<file path="config.mk">
export PLATFORM = sky130hd
export DESIGN_NAME = fence_sequencer
export DESIGN_NICKNAME = d
export VERILOG_FILES = /design/src/rtl/ariane_pkg.sv /design/src/rtl/fence_watchdog.sv /design/src/rtl/fence_sequencer.sv
export SDC_FILE = /design/constraint.sdc
export NUM_CORES = 1
export LEC_CHECK = 0
export BUFFER_PORTS_ARGS = -buffer_cell sky130_fd_sc_hd__buf_2
export CAP_MARGIN = 0
export CORE_AREA = 2 2 39 41
export DETAILED_ROUTE_END_ITERATION = 7
export DIE_AREA = 0 0 41 43
export PLACE_DENSITY = 0.51
export SYNTH_ARGS = -nofsm -noshare
export SYNTH_HDL_FRONTEND = slang
export SYNTH_SLANG_ARGS = --single-unit
</file>
<file path="constraint.sdc">
create_clock -name clk_i -period 1.8 [get_ports clk_i]
set_input_delay 0.09 -clock clk_i [delete_from_list [all_inputs] [get_ports clk_i]]
set_output_delay 0.09 -clock clk_i [all_outputs]
set_load 0.03 [all_outputs]
</file>
<file path="src/rtl/ariane_pkg.sv">
// Shared core types: fence-class operation encoding produced by commit-path decode,
// plus small helpers describing which side effects each fence op needs.
package ariane_pkg;

  typedef enum logic [1:0] {
    FENCE        = 2'd0,
    FENCE_I      = 2'd1,
    SFENCE_VMA   = 2'd2,
    DCACHE_FLUSH = 2'd3
  } fence_op_t;

  function automatic logic fence_needs_dflush(fence_op_t op);
    return op != SFENCE_VMA;
  endfunction

  function automatic logic fence_flushes_icache(fence_op_t op);
    return (op == FENCE_I) || (op == DCACHE_FLUSH);
  endfunction

endpackage

</file>
<file path="src/rtl/fence_watchdog.sv">
// D$-flush watchdog: counts unacknowledged DFLUSH cycles and raises a sticky flag
// once the count reaches TIMEOUT_CYCLES. Only instantiated with FENCE_SEQ_TIMEOUT_EN.
module fence_watchdog #(
  parameter int unsigned TIMEOUT_CYCLES = 1024
) (
  input  logic clk,
  input  logic rst,
  input  logic enable,
  input  logic ack,
  output logic timeout
);

  localparam int unsigned CW = $clog2(TIMEOUT_CYCLES + 1);
  localparam logic [CW-1:0] LIMIT = CW'(TIMEOUT_CYCLES);

  logic [CW-1:0] cnt_q;
  logic          timeout_q;

  // Held at zero outside DFLUSH, so every DFLUSH entry starts counting from 0.
  // The flag sets on the same edge the count reaches LIMIT; the count saturates there.
  always_ff @(posedge clk or posedge rst) begin
    if (rst) begin
      cnt_q     <= '0;
      timeout_q <= 1'b0;
    end else if (!enable) begin
      cnt_q <= '0;
    end else if (!ack && (cnt_q != LIMIT)) begin
      cnt_q <= cnt_q + 1'b1;
      if (cnt_q == LIMIT - 1'b1) timeout_q <= 1'b1;
    end
  end

  assign timeout = timeout_q;

endmodule

</file>
<file path="src/rtl/fence_sequencer.sv">
// Orders fence side effects: store drain -> D$ flush handshake -> I$/TLB flush -> pipeline flush.
// Optional D$-flush watchdog compiled in with FENCE_SEQ_TIMEOUT_EN.
module fence_sequencer
  import ariane_pkg::*;
#(
  parameter int unsigned TIMEOUT_CYCLES = 1024
) (
  input  logic       clk_i,
  input  logic       rst_i,
  input  logic       req_valid_i,
  input  logic [1:0] req_op_i,
  output logic       req_ready_o,
  input  logic       no_st_pending_i,
  output logic       dcache_flush_o,
  input  logic       dcache_flush_ack_i,
  output logic       icache_flush_o,
  output logic       tlb_flush_o,
  output logic       flush_pipeline_o,
  output logic       busy_o,
  output logic       timeout_o
);

  typedef enum logic [2:0] {
    ST_IDLE,
    ST_DRAIN,
    ST_DFLUSH,
    ST_ISSUE,
    ST_DONE
  } state_e;

  state_e    state_q, state_d;
  fence_op_t op_q;

  always_ff @(posedge clk_i or posedge rst_i) begin
    if (rst_i) begin
      state_q <= ST_IDLE;
      op_q    <= FENCE;
    end else begin
      state_q <= state_d;
      if (state_q == ST_IDLE && req_valid_i) op_q <= fence_op_t'(req_op_i);
    end
  end

  // Outputs depend on state_q/op_q only, never directly on inputs.
  always_comb begin
    state_d          = state_q;
    req_ready_o      = 1'b0;
    dcache_flush_o   = 1'b0;
    icache_flush_o   = 1'b0;
    tlb_flush_o      = 1'b0;
    flush_pipeline_o = 1'b0;
    busy_o           = (state_q != ST_IDLE);
    unique case (state_q)
      ST_IDLE: begin
        if (req_valid_i) state_d = ST_DRAIN;
      end
      ST_DRAIN: begin
        if (!req_valid_i) state_d = ST_IDLE;
        else if (no_st_pending_i) state_d = fence_needs_dflush(op_q) ? ST_DFLUSH : ST_ISSUE;
      end
      ST_DFLUSH: begin
        dcache_flush_o = 1'b1;
        if (dcache_flush_ack_i) state_d = ST_ISSUE;
      end
      ST_ISSUE: begin
        flush_pipeline_o = 1'b1;
        icache_flush_o   = fence_flushes_icache(op_q);
        tlb_flush_o      = (op_q == SFENCE_VMA);
        state_d          = ST_DONE;
      end
      ST_DONE: begin
        req_ready_o = 1'b1;
        state_d     = ST_IDLE;
      end
      default: state_d = ST_IDLE;
    endcase
  end

`ifdef FENCE_SEQ_TIMEOUT_EN
  fence_watchdog #(
    .TIMEOUT_CYCLES(TIMEOUT_CYCLES)
  ) u_watchdog (
    .clk    (clk_i),
    .rst    (rst_i),
    .enable (state_q == ST_DFLUSH),
    .ack    (dcache_flush_ack_i),
    .timeout(timeout_o)
  );
`else
  assign timeout_o = 1'b0;
  logic unused_timeout_cfg;
  assign unused_timeout_cfg = (TIMEOUT_CYCLES == 0);
`endif

endmodule
</file>
==> results.txt <==
Synth Area in Adders: 0%
Number of buffers inserted to repair setup after CTS: 0
Mapped Avg Cell Area: 11.9 sq um
Overall global routing resource usage: 9.12%
Syn Std Cell Area: 309 sq um
Static leakage: 0.209 nW
Outcome: finished clean
Placed wire-length estimate after detailed placement: 463 um
Number of maximum-capacitance violations: 0
Number of enable-type register cells in the synthesized netlist: 0
Clock insertion delay at the later pin of the skew report: 240 ps
Area fraction in compound gates after synthesis: 6.88%
Portion of synthesized cell area occupied by the leading cell type: 40.5%
Via count of the first global-routing pass: 230
Power density cells: 1560 nW/um^2
H-tree level count: 1
Worst Skew: 5.06 ps
Number of antenna diodes: 0
Placement row count: 14
Combinational share of power: 44.1%
Placement Cell Area: 370 sq um
Synth top area cells: dfrtp_1 40%, mux2_4 9.7%, and3b_2 6.5%, nor3_4 5.3%, nor3b_1 4.9%
Main combinational cell family by area after synthesis: simple AND/OR/NAND/NOR gates
Detail Route Antenna Nets: 0
Net Count, Synth: 33
Seq pwr share: 35.3%
Number of warnings issued by yosys: 0
Antenna violations before repair: 0
Cell area after layout: 407 sq um
Met2 Use GR: 10.9%
Fraction of final layout cells sized beyond drive strength 1: 51.2%
Drt wl/cell: 10.8 um
CP endpoint kind: primary output
Library cell occupying the most area in the post-synthesis netlist: dfrtp_1
Multiplexer fraction of the synthesized cell area: 9.72%
Number of port buffers: 12
Post-synthesis instance total: 26
RSZ-0062 raised after global routing: false
Worst EP arrival: 1310 ps
Met1 Use GR: 11.3%
Highest ir drop seen on vdd: 0.000502 V
Final worst path period need: 1400 ps
Net switching fraction of the power: 40.1%
Part of the Yosys area used for sequential elements: 40.5%
Clock root buffer: clkbuf_4
Global-route wire length before repair: 1000 um
Most common library cells after synthesis: 5 x dfrtp_1, 2 x and3b_2, 2 x mux2_4, 2 x nor3b_1
Layer carrying the most global-route usage: met1
Post-Synth XOR/XNOR Area: 0%
Highest achievable clock rate: 713 MHz
Global placement routability congestion: 0.586
Share of flip-flops with an asynchronous set or reset after synthesis: 100%
Data required time of the worst path: 1710 ps
Net switching power: 0.255 mW
Startpoint types: register
WS Path Type: reg -> out
TritonCTS clock tree: built
Vias per std cell: 4.26
Aggregate negative setup slack: 0 ps
Remaining DRCs: 0
Die width: 41 um
Pins Over Slew Limit: 0
Portion of total power attributed to the clock network: 20.6%
Layout Nets: 49
Die area: 1760 sq um
Share of synthesized cell area in and, or, nand and nor gates: 34.4%
Initial core utilization: 22.3%
I/O pin cnt: 14
Total core area: 1380 sq um
Register clock-pin slew on the reported worst setup and hold paths: 50 ps
Maximum root-to-sink buffer count: 2
Height of the die: 43 um
Type of the tightest min-delay check: in -> reg
Leftover overflow at the end of global routing: 0
Internal cell power: 0.381 mW
Distinct cell type count after synthesis: 19
Number of flip-flops and latches in the synthesized netlist: 5
Hold violation count in the final report: 0
First-pass iteration count of the detailed router: 2
Setup violation total in the final timing report: 0
Detailed-route via count: 243
Maximum fanout encountered on the critical timing path: 9
Period utilisation layout: 77.9%
Layout overhead on the synthesized area: 31.6%
Fraction of met3 tracks used by global routing: 4.71%
Post-CTS resize count: 0
Number of buffers created by CTS: 3
Count of routing violations after the opening detailed-route iteration: 5
Most frequent cell after synthesis: dfrtp_1
Total detailed-routing wirelength: 617 um
Sink count of the clock tree: 5
Largest net degree at the start of global routing: 10
Top FF cell, synth: dfrtp_1
-- flip-flops by register name, summed over array words and instances, names as in the netlist --
signal and count:
state_q 3, op_q 2
-- area by class of cell --
type / instances / area (sq um)
sequential: 5 / 125
inverter: 1 / 3.75
tap: 16 / 20.0
fill: 148 / 977
multi-input combinational: 18 / 161
timing repair buffer: 13 / 70.1
clock buffer: 4 / 26.3
-- timing repair --
action                                  CTS  global route
hold buffers                              1             0
hold endpoints to repair                  5             0
endpoints found under the setup margin    0             0
-- worst max-delay path: stages (launching register included) --
cell and delay, ps:
dfrtp_1 480, and3b_2 270, and2_1 150, buf_2 170
-- final timing paths --
kind	endpoint	slack [ps]	cells after the start	start
setup / recovery	icache_flush_o	400	3	state_q[0]
hold / removal	state_q[0]	70	2	dcache_flush_ack_i
setup reg to reg	op_q[1]	580	3	state_q[1]
hold reg to reg	op_q[1]	520	1	op_q[1]
max in group asynchronous	op_q[1]	1350	3	rst_i
min in group asynchronous	op_q[0]	280	3	rst_i
-- placed cells by master (no fill, tap or decap), types with 2 or more instances in the layout --
cell type  instances
buf_2             12
nor3b_1            2
dfrtp_1            5
and3b_2            2
mux2_4             2
clkbuf_4           3
-- through the flow --
stage                     instances  power, mW  hold slack (ps)  utilization [%]  setup WS [ps]
after global placement           52      0.503            -4.68             26.8            612
after CTS                        57      0.650             67.0             29.4            385
final                            57      0.636             68.5             29.4            397
after floorplan                  26      0.456             -131                -            236
after detailed placement         52      0.509            -6.56             26.8            595
after global routing             57      0.683             66.3             29.4            309
-- power by group through the flow --
| stage | clock network (mW) | logic, mW | registers, mW |
|---|---|---|---|
| 2_1_floorplan | 0 | 0.265 | 0.191 |
| 3_3_place_gp | 0 | 0.280 | 0.223 |
| 3_5_place_dp | 0 | 0.282 | 0.226 |
| 4_1_cts | 0.140 | 0.285 | 0.225 |
| 5_1_grt | 0.146 | 0.301 | 0.236 |
| 6_report | 0.131 | 0.280 | 0.225 |
-- cells by family after synthesis --
logic type	count (synthesis)
compound gates	3
buf+inv	3
flops	5
mux	2
other cells	1
simple gates	12
-- routing by layer --
metal / up-vias / share of wire (%)
li1: 119 / -
met4: 0 / 0
met5: - / 0
met3: 0 / 6.8
met1: 115 / 50
met2: 9 / 43
Note: power is estimated with default switching activity, not from simulation.
